<file path="src/rtl/hazard_pkg.sv">
// Shared types and defaults for the load-use / branch / memory-wait stall unit.
package hazard_pkg;

  typedef enum logic [1:0] {
    ST_RUN        = 2'd0,
    ST_LOAD_STALL = 2'd1,
    ST_FLUSH      = 2'd2,
    ST_MEM_WAIT   = 2'd3
  } state_e;

  localparam int unsigned ZERO_REG_DEFAULT    = 31;
  localparam int unsigned MEM_TIMEOUT_DEFAULT = 255;
  localparam int unsigned CNT_W_DEFAULT       = 16;
  localparam int unsigned BUSY_CNT_W          = 8;

  function automatic logic srcMatch(input logic uses, input logic [4:0] src,
                                    input logic [4:0] dst);
    return uses && (src == dst);
  endfunction

endpackage

</file>
<file path="src/rtl/sat_counter.sv">
// Saturating up-counter with synchronous clear (clear wins over increment).
module sat_counter #(
  parameter int unsigned WIDTH = 8
) (
  input  logic             clk_i,
  input  logic             rst_ni,
  input  logic             clr_i,
  input  logic             inc_i,
  output logic [WIDTH-1:0] count_o
);

  logic [WIDTH-1:0] count_q;
  logic [WIDTH-1:0] count_d;

  always_comb begin
    count_d = count_q;
    if (clr_i) begin
      count_d = '0;
    end else if (inc_i && !(&count_q)) begin
      count_d = count_q + WIDTH'(1);
    end
  end

  always_ff @(posedge clk_i or negedge rst_ni) begin
    if (!rst_ni) begin
      count_q <= '0;
    end else begin
      count_q <= count_d;
    end
  end

  assign count_o = count_q;

endmodule

</file>
<file path="src/rtl/hazard_stall_unit.sv">
// Pipeline stall/flush controller: memory freeze beats branch flush beats load-use stall.
module hazard_stall_unit
  import hazard_pkg::*;
#(
  parameter int unsigned MEM_TIMEOUT = MEM_TIMEOUT_DEFAULT,
  parameter int unsigned ZERO_REG    = ZERO_REG_DEFAULT,
  parameter int unsigned CNT_W       = CNT_W_DEFAULT
) (
  input  logic             Clk,
  input  logic             Reset_n,
  input  logic             IDEX_MemRead,
  input  logic [4:0]       IDEX_WriteRegister,
  input  logic [4:0]       IFID_rm,
  input  logic [4:0]       IFID_rn,
  input  logic             IFID_UsesRm,
  input  logic             IFID_UsesRn,
  input  logic             BranchTaken,
  input  logic             DMem_Busy,
  output logic             PCWrite,
  output logic             IFID_Write,
  output logic             IDEX_Bubble,
  output logic             IFID_Flush,
  output logic             IDEX_Flush,
  output logic             PipeFreeze,
  output logic [CNT_W-1:0] StallCount,
  output logic             MemTimeout
);

  localparam logic [4:0]            ZeroIdx    = ZERO_REG[4:0];
  localparam logic [BUSY_CNT_W-1:0] TimeoutThr = BUSY_CNT_W'(MEM_TIMEOUT - 1);

  state_e                state_q;
  state_e                state_d;
  logic                  memTimeout_q;
  logic                  memTimeout_d;
  logic [BUSY_CNT_W-1:0] busyCnt;

  logic hazard;
  logic hazardMasked;
  logic pcWrite;
  logic ifidWrite;
  logic idexBubble;
  logic flush;
  logic freeze;

  assign hazard = IDEX_MemRead && (IDEX_WriteRegister != ZeroIdx) &&
                  (srcMatch(IFID_UsesRm, IFID_rm, IDEX_WriteRegister) ||
                   srcMatch(IFID_UsesRn, IFID_rn, IDEX_WriteRegister));

  // The cycle after a stall or a flush already has the dependent/NOP instruction sorted out.
  assign hazardMasked = (state_q == ST_LOAD_STALL) || (state_q == ST_FLUSH);

  always_comb begin
    pcWrite    = 1'b1;
    ifidWrite  = 1'b1;
    idexBubble = 1'b0;
    flush      = 1'b0;
    freeze     = 1'b0;
    state_d    = ST_RUN;
    if (DMem_Busy) begin
      pcWrite   = 1'b0;
      ifidWrite = 1'b0;
      freeze    = 1'b1;
      state_d   = ST_MEM_WAIT;
    end else if (BranchTaken) begin
      flush   = 1'b1;
      state_d = ST_FLUSH;
    end else if (hazard && !hazardMasked) begin
      pcWrite    = 1'b0;
      ifidWrite  = 1'b0;
      idexBubble = 1'b1;
      state_d    = ST_LOAD_STALL;
    end
  end

  assign memTimeout_d = memTimeout_q | (DMem_Busy && (busyCnt >= TimeoutThr));

  always_ff @(posedge Clk or negedge Reset_n) begin
    if (!Reset_n) begin
      state_q      <= ST_RUN;
      memTimeout_q <= 1'b0;
    end else begin
      state_q      <= state_d;
      memTimeout_q <= memTimeout_d;
    end
  end

  sat_counter #(.WIDTH(CNT_W)) u_stall_cnt (
    .clk_i   (Clk),
    .rst_ni  (Reset_n),
    .clr_i   (1'b0),
    .inc_i   (!pcWrite),
    .count_o (StallCount)
  );

  sat_counter #(.WIDTH(BUSY_CNT_W)) u_busy_cnt (
    .clk_i   (Clk),
    .rst_ni  (Reset_n),
    .clr_i   (!DMem_Busy),
    .inc_i   (DMem_Busy),
    .count_o (busyCnt)
  );

  // Reset forces every control output low at once, independent of the clock.
  assign PCWrite     = Reset_n & pcWrite;
  assign IFID_Write  = Reset_n & ifidWrite;
  assign IDEX_Bubble = Reset_n & idexBubble;
  assign IFID_Flush  = Reset_n & flush;
  assign IDEX_Flush  = Reset_n & flush;
  assign PipeFreeze  = Reset_n & freeze;
  assign MemTimeout  = memTimeout_q;

endmodule

</file>
<file path="config.mk">
export PLATFORM = sky130hd
export DESIGN_NAME = hazard_stall_unit
export DESIGN_NICKNAME = d
export VERILOG_FILES = /design/src/rtl/hazard_pkg.sv /design/src/rtl/sat_counter.sv /design/src/rtl/hazard_stall_unit.sv
export SDC_FILE = /design/constraint.sdc
export NUM_CORES = 1
export LEC_CHECK = 0
export CAP_MARGIN = 20
export CORE_UTILIZATION = 40
export DETAILED_ROUTE_END_ITERATION = 10
export GPL_ROUTABILITY_DRIVEN = 0
export PLACE_DENSITY = 0.7
export SLEW_MARGIN = 20
export SYNTH_ARGS = -nofsm -noshare
export SYNTH_HDL_FRONTEND = slang
export SYNTH_SLANG_ARGS = --single-unit
export TNS_END_PERCENT = 5
</file>
<file path="constraint.sdc">
create_clock -name Clk -period 3.3 [get_ports Clk]
set_input_delay 0.66 -clock Clk [delete_from_list [all_inputs] [get_ports Clk]]
set_output_delay 0.66 -clock Clk [all_outputs]
set_load 0.01 [all_outputs]
</file>
Yosys cells after proc, flatten, opt, wreduce, memory -nomap -nowiden
Cells that the tools add are included.

storage, ports and cells
  bits in registers = 27
  bits in latches = 0
  RAM bits = 0
  bits in read-only memories = 0
  input bits = 22
  output and inout bits = 23
  logic and storage cells = 48
  memories kept = 0

operators by class
  add/subtract/negate cells = 2
  multiply operators = 0
  div/mod/pow operators = 0
  magnitude comparators = 1
  equality and inequality tests = 6
  shift-type cells = 0
  mux-type cells = 14
  bitwise gates (word level) = 5
  reductions and logical operators = 16

operator list
  cell                                                             count
  16-bit by 1-bit adder with 16-bit output, second input constant  1
  8-bit 2-to-1 mux                                                 2
  16-bit AND reduction                                             1
  5-bit == test                                                    2
  1-bit 2-to-1 mux                                                 10
  8-bit by 1-bit adder with 8-bit output, second input constant    1
  8-bit >= comparator, second input constant                       1
  1-bit logical AND                                                8
  8-bit AND reduction                                              1
  5-bit != test, second input constant                             1
  1-bit bitwise AND                                                4
  1-bit logical NOT                                                4
  2-bit 2-to-1 mux                                                 2
  2-bit by 1-bit == test with 1-bit output, second input constant  1
  2-bit == test, second input constant                             1
  1-bit logical OR                                                 2
  2-bit by 1-bit != test with 1-bit output, second input constant  1
  1-bit OR                                                         1

Depth between registers and ports, before layout
  depth in word-level cells = 10
  mapped depth = 8
  gate-level depth less buffers = 7

Modules after synthesis
From an unflattened synthesis, not the netlist that was laid out.

second synthesis, totals
  cell total of the unflattened synthesis = 177
  area, all modules = 1729.2 µm²

by module, submodules not included
  module                     instances  cells each  area an instance (µm²)  sequential area each (µm²)
  sat_counter (u_stall_cnt)  1          95          919.6                   400.4
  sat_counter (u_busy_cnt)   1          47          505.5                   200.2
  hazard_stall_unit          1          35          304.0                   75.1

Worst setup path after synthesis
Ideal clock, no wire load.

  path kind = input port to output port
  start point = input IDEX_WriteRegister[4]
  end point = output PCWrite
  data arrival time = 1.720 ns
  required time = 2.640 ns
  slack = 0.920 ns
  stages on the path = 5
  buffers on the path = 1
  cell sequence = and4_4 -> a2111oi_4 -> nand2_2 -> and3_1 -> buf_4

on the way
  cells in the longest elaborated chain, start to end = 9
  elaborated cells between the ends (all ways) = 13
  those cells by class = 3 x eq/ne; 3 x mux; 1 x bitwise; 6 x reduce/logical

ends and longest elaborated chain
  element                            RTL line                 text
  from (decl)                        hazard_stall_unit.sv:12  input logic [4:0] IDEX_WriteRegister,
  5-bit == test                      hazard_pkg.sv:18         return uses && (src == dst);
  1-bit logical AND                  hazard_pkg.sv:18
  1-bit logical OR                   hazard_stall_unit.sv:47  (srcMatch(IFID_UsesRm, IFID_rm, IDEX_WriteRegister) ||
  1-bit logical AND (*)              hazard_stall_unit.sv:46  assign hazard = IDEX_MemRead && (IDEX_WriteRegister != ZeroIdx) &&
  1-bit logical AND (*)              hazard_stall_unit.sv:68  end else if (hazard && !hazardMasked) begin
  1-bit 2-to-1 mux (*) (3 in a row)  n/a
  1-bit bitwise AND (*)              n/a
  to (decl)                          hazard_stall_unit.sv:19  output logic PCWrite,

Every way passes the cells marked *; elsewhere a longest branch is shown, timed or not.

Worst setup path after layout
  start point = input IDEX_WriteRegister[3]
  end point = output IFID_Write

on the way
  cells in the longest elaborated chain, start to end = 9
  elaborated cells between the ends (all ways) = 13
  those cells by class = 3 x eq/ne; 3 x mux; 1 x bitwise; 6 x reduce/logical

ends and longest elaborated chain
  element                RTL line                  text
  5-bit == test          hazard_pkg.sv:18
  1-bit logical AND      hazard_pkg.sv:18
  1-bit logical OR       hazard_stall_unit.sv:47
  1-bit logical AND (*)  hazard_stall_unit.sv:46
  1-bit logical AND (*)  hazard_stall_unit.sv:68
  1-bit 2-to-1 mux (*)   hazard_stall_unit.sv:68
  1-bit 2-to-1 mux (*)   hazard_stall_unit.sv:65   end else if (BranchTaken) begin
  1-bit 2-to-1 mux (*)   hazard_stall_unit.sv:60   if (DMem_Busy) begin
  1-bit bitwise AND (*)  hazard_stall_unit.sv:106  assign IFID_Write = Reset_n & ifidWrite;
  to (decl)              hazard_stall_unit.sv:20   output logic IFID_Write,

Marked as above.

==> summary.txt <==
STATUS
-------------------------------------------------------------------------------------------
Status                                                                            completed

PLACE
-------------------------------------------------------------------------------------------
Count of buffers from port buffering                                                     44
Placement-stage cell area                                                        2000 sq um
Dpl hpwl                                                                            2570 um

LOGIC SYNTHESIS
-------------------------------------------------------------------------------------------
Nets in the synthesized netlist                                                         171
Count of flip-flops with a built-in enable after synthesis                                0
Cell Area, Synth                                                                 1500 sq um
Share of flip-flops with an asynchronous set or reset                                  100%
Post-synthesis register bit count                                                        27
Largest cells by area after synthesis                                          sky130_fd_sc_hd__dfrtp_1 45%, sky130_fd_sc_hd__xnor2_1 8.8%, sky130_fd_sc_hd__xor2_1 7.0%, sky130_fd_sc_hd__nor2_1 3.3%, sky130_fd_sc_hd__nand4_1 2.9%
Library cell occupying the most area in the post-synthesis netlist             sky130_fd_sc_hd__dfrtp_1
Syn Inst Count                                                                          146
Commonest cells in the netlist                                                 27 x sky130_fd_sc_hd__dfrtp_1, 15 x sky130_fd_sc_hd__xnor2_1, 13 x sky130_fd_sc_hd__nor2_1, 12 x sky130_fd_sc_hd__xor2_1, 10 x sky130_fd_sc_hd__nand2_1
Cell variety after synth                                                                 36
Most numerous cell in the Yosys netlist                                        sky130_fd_sc_hd__dfrtp_1
Commonest register cell after synthesis                                        sky130_fd_sc_hd__dfrtp_1
Register area share after synthesis                                                   45.1%
Total of warnings raised by yosys                                                         0
Fraction of post-synthesis cell area in the top cell type by area                     45.1%
Syn avg cell area                                                                10.3 sq um

GLOBAL ROUTING
-------------------------------------------------------------------------------------------
Wire length of the first global-routing pass                                        5900 um
Largest net degree at the start of global routing                                        23
Initial antenna violation count                                                           0
Vias in the first global route                                                        1,340
Final global-route overflow total                                                         0
Global routing usage summed across all routing layers                                 18.6%

CLOCK NETWORK
-------------------------------------------------------------------------------------------
Clock root buffer                                                              sky130_fd_sc_hd__clkbuf_8
Total clock buffers created by CTS                                                        3
TritonCTS clock tree                                                                  built
Post-CTS setup repair buffer count                                                        0
Sink count of the clock tree                                                             27
Worst-case clock buffer depth                                                             2
Clock insertion delay at the later pin of the skew report                           0.26 ns
H-tree lvl count                                                                          1
Worst-path clk slew                                                                 0.08 ns

TIMING
-------------------------------------------------------------------------------------------
Post-route setup TNS                                                                   0 ns
Final setup violation count                                                               0
Achievable Freq                                                                     312 MHz
Count of endpoints failing hold in the final timing report                                0
Max-slew headroom                                                                     57.1%
Clock skew after layout                                                          0.00616 ns
Final count of pins violating max slew                                                    0
Final clock period utilization by the worst path                                      97.1%
Tmin final                                                                          3.20 ns
Slew at the pin with the worst max-slew slack                                      0.644 ns
RSZ-0062 raised after global routing                                                     no

HOLD PATH
-------------------------------------------------------------------------------------------
Min-delay worst type                                                           register to register
Start point of the worst min-delay path                                          MemTimeout
Depth of the worst hold-timing path                                                       1
Hold worst-path end                                                              MemTimeout

FLOORPLANNING
-------------------------------------------------------------------------------------------
Row count                                                                                21
Chip Height                                                                         63.2 um
Initial core utilization                                                              43.2%
Die Wd                                                                              63.2 um
Core outline area                                                                3470 sq um
Die Footprint                                                                    4000 sq um
Count of boundary I/O pins                                                               45

DRT
-------------------------------------------------------------------------------------------
Antenna Nets Post-Route                                                                   0
Remaining routing DRC violations                                                          0
Count of vias placed by the detailed router                                           1,225
Number of design-rule violations left by the first detailed-router iteration             13
DRT Pass-1 Iters                                                                          4
Wire length reported by the detailed router                                         3360 um
Routed via count divided by cell count                                                 5.10
Avg WL per Cell                                                                     14.0 um

POWER AND IR DROP
-------------------------------------------------------------------------------------------
Total power draw                                                                 0.000843 W
Max IR drop VDD                                                                      308 uV
Leakage power                                                                      0.893 nW
Power density over the cells                                                    409 nW/um^2

FLOW RUN
-------------------------------------------------------------------------------------------
Count of max-cap constraint violations                                                    0

WORST SETUP PATH
-------------------------------------------------------------------------------------------
R2r startpoint                                                                 u_stall_cnt.count_o[0]
Worst r2r path cells                                                                      5
Capturing point of the worst reg2reg path                                      u_stall_cnt.count_o[1]
Worst EP required                                                                   2.64 ns
Critical path startpoint category                                              primary input
CP endpoint kind                                                                 output pin
Type of the setup path with the least slack                                    primary input to output pin
Data arrival at the endpoint of the critical path                                   2.54 ns
Peak fanout along the critical path                                                       3
Register-to-register path setup slack                                               1.10 ns

FINAL LAYOUT
-------------------------------------------------------------------------------------------
Area added between synthesis and finish                                               37.4%
Count of fill cells added during filler insertion                                       322
Post-route design area                                                           2060 sq um
Ant. Diodes                                                                               0
Final nets                                                                              220
Ratio of cells with drive above 1 in the final layout                                 11.3%

critical path, cell delays in order:
cell,delay (ns)
sky130_fd_sc_hd__clkdlybuf4s50_1,0.47
sky130_fd_sc_hd__and4_4,0.22
sky130_fd_sc_hd__a2111oi_4,0.39
sky130_fd_sc_hd__nand2_2,0.11
sky130_fd_sc_hd__and3_1,0.21
sky130_fd_sc_hd__clkdlybuf4s50_1,0.49
placed cells by master, fill, tap and decap left out, drive strengths merged:
cell / n
inv: 7
nand2b: 1
xnor2: 15
o21ai: 3
nand3: 6
o2111ai: 1
nor4b: 1
clkdlybuf4s50: 41
and2: 2
o22ai: 1
and4: 1
o21bai: 1
clkbuf: 4
dfrtp: 27
buf: 6
dlygate4sd2: 1
dlymetal6s2s: 2
nor3: 6
xor2: 12
ha: 3
nor4: 1
nor2: 13
a31oi: 3
nand4: 7
a211oi: 2
and3: 5
mux2: 3
nand2: 11
o32a: 1
nor3b: 1
a2111oi: 3
or2: 3
final cells by class:
cell class | instances | area [sq um] | share of cell area (%)
Multi-Input combinational cell | 106 | 766 | 37.2
Sequential cell | 27 | 676 | 32.8
Tap cell | 46 | 57.6 | 2.79
Inverter | 7 | 26.3 | 1.28
Clock buffer | 4 | 45.0 | 2.19
Timing Repair Buffer | 50 | 489 | 23.8
power by group:
group	leakage [nW]	internal (W)	switching (W)
Combinational	0.528	0.000142	0.0000982
Clock	0.0228	0.0000862	0.0000936
Sequential	0.343	0.000371	0.0000522
timing repair:
item	CTS	global route
setup endpoints to repair	1	2
hold buffers	0	0
resized for setup	1	3
per-layer routing:
layer,up-vias,GRT usage (%),part of all wire [%]
met4,0,5.68,0.57
li1,598,-,-
met3,2,2.54,4.3
met5,-,0,0
met1,594,21.7,42
met2,31,34.7,53
sequential cells by signal, summed over array words and instances, names as in the netlist:
name                 cells
MemTimeout               1
u_busy_cnt.count_o       8
u_stall_cnt.count_o     16
state_q                  2
metrics by stage:
stage | hold WS [ns] | cells | setup WS (ns) | util (%)
floorplan | 0.364 | 146 | 0.920 | -
finish | 0.490 | 240 | 0.0953 | 59.4
global route | 0.513 | 240 | 0.0176 | 59.4
global placement | 0.461 | 236 | 0.0187 | 57.8
CTS | 0.496 | 240 | 0.0495 | 59.1
detailed placement | 0.476 | 236 | -0.00376 | 57.8
worst max path at each step:
stage                                      from           to  cells past startpoint
after floorplan           IDEX_WriteRegister[4]      PCWrite                      5
after global placement    IDEX_WriteRegister[4]  IDEX_Bubble                      6
after detailed placement  IDEX_WriteRegister[4]  IDEX_Bubble                      6
after CTS                 IDEX_WriteRegister[4]   IFID_Write                      6
after global routing      IDEX_WriteRegister[3]   IFID_Write                      6
final                     IDEX_WriteRegister[3]   IFID_Write                      6
kinds of logic (layout without fill, tap and decap cells):
logic type	count (synthesis)	after routing	share of synthesized area, %
XOR/XNOR	27	27	15.8
multiplexers	3	3	2.25
flip-flops	27	27	45.1
AO/OA/AOI/OAI	15	15	9.52
adder cells (fa/ha/maj)	3	3	2.50
buffers and inverters	13	61	4.26
AND/OR/NAND/NOR	58	58	20.6
Power figures use the tool's default switching activity.
